**src/rtl/i3c_pkg.sv**
```systemverilog
// Shared I3C definitions: bus activity FSM states and timer indices.
package i3c_pkg;

    typedef enum logic {
        BUSY  = 1'b0,
        COUNT = 1'b1
    } bus_act_state_e;

    localparam int unsigned NumTimers = 3;
    localparam int unsigned IdxFree   = 0;
    localparam int unsigned IdxAvail  = 1;
    localparam int unsigned IdxIdle   = 2;

endpackage

```
**src/rtl/bus_activity_timers_sat_counter.sv**
```systemverilog
// Saturating up-counter with synchronous clear (clear has priority over increment).
module sat_counter #(
    parameter int unsigned Width = 20
) (
    input  logic             clk,
    input  logic             rst,
    input  logic             clr,
    input  logic             inc,
    output logic [Width-1:0] count
);

    localparam logic [Width-1:0] One = {{(Width-1){1'b0}}, 1'b1};

    always_ff @(posedge clk or posedge rst) begin
        if (rst) begin
            count <= '0;
        end else if (clr) begin
            count <= '0;
        end else if (inc && (count != '1)) begin
            count <= count + One;
        end
    end

endmodule

```
**src/rtl/bus_activity_timers.sv**
```systemverilog
// Bus free / available / idle timers: counts cycles since STOP (or enable rise)
// and raises sticky threshold flags plus one-cycle rise pulses.
module bus_activity_timers
    import i3c_pkg::*;
#(
    parameter int unsigned CntWidth = 20
) (
    input  logic                clk_i,
    input  logic                rst_i,
    input  logic                enable_i,
    input  logic                start_det_i,
    input  logic                stop_det_i,
    input  logic [CntWidth-1:0] t_bus_free_i,
    input  logic [CntWidth-1:0] t_bus_available_i,
    input  logic [CntWidth-1:0] t_bus_idle_i,
    output logic                bus_busy_o,
    output logic                bus_free_o,
    output logic                bus_available_o,
    output logic                bus_idle_o,
    output logic                bus_free_det_o,
    output logic                bus_available_det_o,
    output logic                bus_idle_det_o
);

    bus_act_state_e        state;
    logic                  en_q;
    logic [CntWidth-1:0]   count;
    logic [NumTimers-1:0]  flags;
    logic [NumTimers-1:0]  dets;
    logic [NumTimers-1:0]  reached;
    logic                  leave_count;
    logic                  enter_count;
    logic                  clr_cnt;
    logic                  inc_cnt;

    assign leave_count = start_det_i | ~enable_i;
    assign enter_count = enable_i & ~start_det_i & (stop_det_i | ~en_q);

    // Counter is held at zero throughout BUSY, so the entry edge loads 0 as well.
    assign clr_cnt = (state == BUSY) | leave_count | stop_det_i;
    assign inc_cnt = (state == COUNT);

    always_comb begin
        reached            = '0;
        reached[IdxFree]   = (count >= t_bus_free_i);
        reached[IdxAvail]  = (count >= t_bus_available_i);
        reached[IdxIdle]   = (count >= t_bus_idle_i);
    end

    sat_counter #(
        .Width (CntWidth)
    ) u_counter (
        .clk   (clk_i),
        .rst   (rst_i),
        .clr   (clr_cnt),
        .inc   (inc_cnt),
        .count (count)
    );

    always_ff @(posedge clk_i or posedge rst_i) begin
        if (rst_i) begin
            state <= BUSY;
            en_q  <= 1'b0;
            flags <= '0;
            dets  <= '0;
        end else begin
            en_q <= enable_i;
            case (state)
                BUSY: begin
                    flags <= '0;
                    dets  <= '0;
                    if (enter_count) begin
                        state <= COUNT;
                    end
                end
                COUNT: begin
                    if (leave_count) begin
                        state <= BUSY;
                        flags <= '0;
                        dets  <= '0;
                    end else if (stop_det_i) begin
                        flags <= '0;
                        dets  <= '0;
                    end else begin
                        flags <= flags | reached;
                        dets  <= reached & ~flags;
                    end
                end
                default: begin
                    state <= BUSY;
                    flags <= '0;
                    dets  <= '0;
                end
            endcase
        end
    end

    assign bus_busy_o          = (state == BUSY);
    assign bus_free_o          = flags[IdxFree];
    assign bus_available_o     = flags[IdxAvail];
    assign bus_idle_o          = flags[IdxIdle];
    assign bus_free_det_o      = dets[IdxFree];
    assign bus_available_det_o = dets[IdxAvail];
    assign bus_idle_det_o      = dets[IdxIdle];

endmodule

```
**config.mk**
```make
export PLATFORM = sky130hd
export DESIGN_NAME = bus_activity_timers
export DESIGN_NICKNAME = d
export VERILOG_FILES = /design/src/rtl/i3c_pkg.sv /design/src/rtl/bus_activity_timers_sat_counter.sv /design/src/rtl/bus_activity_timers.sv
export SDC_FILE = /design/constraint.sdc
export NUM_CORES = 1
export LEC_CHECK = 0
export CAP_MARGIN = 40
export CELL_PAD_IN_SITES_DETAIL_PLACEMENT = 0
export CELL_PAD_IN_SITES_GLOBAL_PLACEMENT = 1
export CORE_ASPECT_RATIO = 0.7
export CORE_MARGIN = 8
export CORE_UTILIZATION = 40
export DETAILED_ROUTE_END_ITERATION = 7
export PLACE_DENSITY_LB_ADDON = 0.1
export SLEW_MARGIN = 20
export SYNTH_ARGS = -nofsm -noshare
export SYNTH_HDL_FRONTEND = slang
export SYNTH_SLANG_ARGS = --single-unit
```
**constraint.sdc**
```tcl
create_clock -name clk_i -period 4.4 [get_ports clk_i]
set_input_delay 0.88 -clock clk_i [delete_from_list [all_inputs] [get_ports clk_i]]
set_output_delay 0.88 -clock clk_i [all_outputs]
set_load 0.01 [all_outputs]
```
**Word-level counts from Yosys, hierarchy flattened**

Cells that the tools add are included.

- Bits in registers: 28
- Latch bits: 0
- RAM bits: 0
- Bits in read-only memories: 0
- Output and inout bits: 7
- Memories: 0

- $add $sub $neg: 1
- $mul: 0
- Divide/modulo/power cells: 0
- Order comparisons: 3
- Eq/ne operators: 1
- Shift operators: 0
- Mux-type cells: 11
- Bitwise gates (word level): 13
- Reduce and logical (&&, ||, !) cells: 2

Operator list:

| cell | number |
|---|---|
| $ge A20 B20 Y1 | 3 |
| $mux W20 | 2 |
| $add A20 B1 Y20 const B | 1 |
| $ne A20 B20 Y1 const B | 1 |
| $mux W3 | 4 |
| $pmux W3 S2 | 2 |
| $not A1 Y1 | 4 |
| $or A1 B1 Y1 | 4 |
| $and A3 B3 Y3 | 1 |
| $not A3 Y3 | 1 |
| $or A3 B3 Y3 | 1 |
| $and A1 B1 Y1 | 2 |
| $mux W1 | 2 |
| $pmux W1 S2 | 1 |
| $reduce_bool A2 Y1 | 1 |
| $logic_and A1 B1 Y1 | 1 |

**Longest topological paths before layout**

- Depth after elaboration: 5
- Mapped depth: 7
- Mapped depth without buffers: 7

**Modules after synthesis**

From an unflattened synthesis, not the netlist that was laid out.

- Cells, all modules: 344
- Area, all modules: 2931.6 um^2

By module, submodules not included:

| module | instances | cells an instance | area an instance (um^2) |
|---|---|---|---|
| bus_activity_timers | 1 | 223 | 1745.4 |
| sat_counter | 1 | 121 | 1186.1 |

**Worst setup path after synthesis**

OpenSTA, ideal clock, no wires.

- Path kind: input-to-reg
- From: in t_bus_free_i[0]
- To: reg flags[0]
- Setup time: 0.143 ns
- Arrival time: 2.122 ns
- Path slack: 2.135 ns
- Cell stages on the path: 6
- Path buffers: 0
- Path through: ha_1 -> nor3b_1 -> nor2_1 -> o31a_1 -> o311ai_0 -> a31oi_1

- Cells in the longest elaborated chain, start to end: 5

RTL lines:

| item | RTL line | text |
|---|---|---|
| from (decl) | bus_activity_timers.sv:13 | `input logic [CntWidth-1:0] t_bus_free_i,` |
| $ge A20 B20 Y1 | bus_activity_timers.sv:45 | `reached[IdxFree] = (count >= t_bus_free_i);` |
| $or A3 B3 Y3 | bus_activity_timers.sv:85 | `flags <= flags \| reached;` |
| $mux W3 | bus_activity_timers.sv:81 | `end else if (stop_det_i) begin` |
| $mux W3 | bus_activity_timers.sv:77 | `if (leave_count) begin` |
| $pmux W3 S2 | bus_activity_timers.sv:68 | `case (state)` |
| to (signal assigned) | bus_activity_timers.sv:85 |  |
| to (decl) | bus_activity_timers.sv:28 | `logic [NumTimers-1:0] flags;` |

Every way passes these cells.
A chain may end at the register's enable or synchronous reset.

**Final worst setup path**

- From: in t_bus_idle_i[1]
- To: reg flags[2]

- Cells in the longest elaborated chain, start to end: 5

RTL lines:

| item | RTL line | text |
|---|---|---|
| from (decl) | bus_activity_timers.sv:15 | `input logic [CntWidth-1:0] t_bus_idle_i,` |
| $ge A20 B20 Y1 | bus_activity_timers.sv:47 | `reached[IdxIdle] = (count >= t_bus_idle_i);` |
| $or A3 B3 Y3 | bus_activity_timers.sv:85 |  |
| $mux W3 | bus_activity_timers.sv:81 |  |
| $mux W3 | bus_activity_timers.sv:77 |  |
| $pmux W3 S2 | bus_activity_timers.sv:68 |  |

Every way passes these cells.

==> metrics.csv <==
metric;value;unit
R2R Setup Slk;2.30;ns
final WL;6990;µm
Worst Setup Path Type;in -> reg;
first drt pass iteration count;4;
status;finished, final reports clean;
GRT Total Usage;14.2;%
Fill cells;673;
clk slew on worst S/H paths;0.10;ns
leakage;0.00183;µW
Setup Viol. Count Final;0;
pwr dens;154;nW/µm²
largest net degree at the start of global routing;19;
Synth Net Count;465;
std cell rows;25;
Top delay family on crit path;compound AO/OA/AOI/OAI gates;
CP Launch Point;t_bus_idle_i[1];
post-DP HPWL;6000;µm
# DRC;0;
Resized Gates After CTS;0;
clock root cell;clkbuf_8;
Final Skew;0.00917;ns
Die H;86.4;µm
cells along the critical path;clkdlybuf4s50_1 -> inv_1 -> ha_1 -> o21ai_0 -> a21oi_1 -> o31a_1 -> o311ai_0 -> a31oi_1;
Avg WL per Cell;13.8;µm
asr flop ratio synth;100;%
Vias/cell;4.88;
antenna-violating nets left;0;
Netlist cell types;40;
Main synth FF type;dfrtp_1;
Clk Latency, worst-skew pair;0.28;ns
# diodes;0;
Synth area leaders;ha_1, dfrtp_1, inv_1;
DR vias;2463;
Die Width;117;µm
Starting Density;41.5;%
CTS tree;done;
Starting DRT DRC Count;79;
Setup crit end;flags[2];
RSZ-0062 raised after global routing;no;
Slew headroom;64.7;%
FMAX;382;MHz
Worst Path Required;4.55;ns
synthesized area;2830;µm²
max_cap viols;0;
global-route wire length before repair;11600;µm
Reg-to-Reg End;flags[0];
origin of the critical flop-to-flop path;u_counter.count[0];
area occupied by multi-input gates;1860;µm²
Area Growth Syn to Fin;32.3;%
share of cells above drive strength 1;3.41;%
CORE AREA;6820;µm²
Synthesis Warnings;0;
total clock sinks;28;
critical path peak fanout;2;
hold buffers post-CTS;0;
Max Slew Vio Count;0;
Mapped Cells;339;
fin crit share;59.5;%
Setup Total Neg Slack;0;ns
DP Area;3670;µm²
die area;10100;µm²
Yosys reg bits;28;
Critical Path Stages;8;
vias in the first global route;2436;
Final nets;538;
dpl cells;501;
H-tree level count;1;
share of the synthesized area in the top cell type;27.0;%
number of flops mapped to enable cells by yosys;0;
Non-Filler Instances;505;
I/O Pins;72;
number of CTS-inserted buffers;3;
design area;3750;µm²
Storage cell area;701;µm²
setup bufs post-CTS;0;
slowest CP cell;o311ai_0;
post-layout power;576;µW
Post-Synthesis Mean Instance Area;8.35;µm²
Final Critical Period;2.62;ns
Bufs on Longest Clock Path;2;
worst slew pin tran;0.528;ns
GR Util met2;22.1;%
grt peak-use layer;met2;
Seq/Total Area, Yosys;24.7;%
pre-CTS setup slack;1.47;ns
GRT met1 Usage;20.2;%
critical path capture point type;flop;
met3 usage;3.19;%
antenna violations before repair;0;
largest stage delay on the critical path;0.50;ns
startpoint types;input pin;
top cells by count, synth;inv_1, ha_1, nor2_1;
Worst VDD drop;0.000117;V
post-route worst setup slack;1.78;ns
hold violation count in the final report;0;
Worst Path Arrival;2.76;ns
GP Congestion;0.763;
Worst R2R Path Depth;7;
global route overflow;0;
crit path buf inv count;2;
cell accounting for the most synthesized area;ha_1;
top-count cell post-synth;inv_1;
PortBufs;71;
min-delay worst type;reg -> reg;
## stage by stage
stage	hold WS (ns)	util (%)
floorplan	0.392	-
global placement	0.401	53.3
detailed placement	0.412	53.9
CTS	0.421	54.9
global route	0.450	54.9
finish	0.423	54.9
## registers in the layout (all words and copies together), names as in the netlist
name / flops
flags: 3
dets: 3
inc_cnt: 1
en_q: 1
u_counter.count: 20
## power by group
part,total (µW),leakage (µW),internal (µW),switching [µW]
sequential,259,0.000388,258,0.582
combinational,113,0.00141,71.6,41.0
clock,204,0.0000357,122,82.5
## routing by layer
metal  up-vias  wire length, µm
li1       1320                -
met1      1098             3640
met2        43             2990
met3         2              323
met4         0               42
met5         -                0
## worst min path at each step
stage / slack, ns / end / cells after the start / from
2_1_floorplan: 0.39 / inc_cnt / 1 / en_q
5_1_grt: 0.45 / inc_cnt / 1 / en_q
4_1_cts: 0.42 / inc_cnt / 1 / en_q
3_5_place_dp: 0.41 / inc_cnt / 1 / en_q
6_report: 0.42 / inc_cnt / 1 / en_q
3_3_place_gp: 0.40 / inc_cnt / 1 / en_q
## area by class of cell
| cell class | instances | area share (%) |
|---|---|---|
| Clock buffer | 3 | 1.10 |
| Clock inverter | 1 | 0.802 |
| Inverter | 65 | 6.51 |
| Multi-Input combinational cell | 241 | 49.6 |
| Sequential cell | 28 | 18.7 |
| Tap cell | 94 | 3.14 |
| Timing Repair Buffer | 73 | 20.1 |
## cells by family after synthesis
kind of cell / Yosys count / synth area share [%]
and+or+nand+nor: 99 / 18.3
buffers and inverters: 70 / 9.59
AOI/OAI and AO/OA: 62 / 14.4
adders and majority gates: 61 / 27.0
DFF: 28 / 24.7
xor gates and xnor gates: 16 / 4.95
muxes: 3 / 1.06
## cell usage in the layout, fill, tap and decap left out, drive strengths merged
cell type,Yosys,routed
a211o,1,1
a211oi,11,11
a21o,2,2
a21oi,18,18
a31oi,4,4
a41o,2,2
a41oi,1,1
and2,1,1
and3,1,1
and4,2,2
buf,2,2
bufinv,0,1
clkbuf,3,3
clkdlybuf4s50,0,71
dfrtp,28,28
ha,61,61
inv,65,65
mux2i,3,3
nand2,17,17
nand2b,2,2
nand3,13,13
nand4,14,14
nor2,37,37
nor3,5,5
nor3b,1,1
nor4,3,3
o2111ai,3,3
o21ai,13,13
o21bai,2,2
o311ai,2,2
o31a,2,2
o31ai,1,1
or2,1,1
or3,2,2
xnor2,9,9
xor2,7,7
Note: power is estimated with default switching activity, not from simulation.
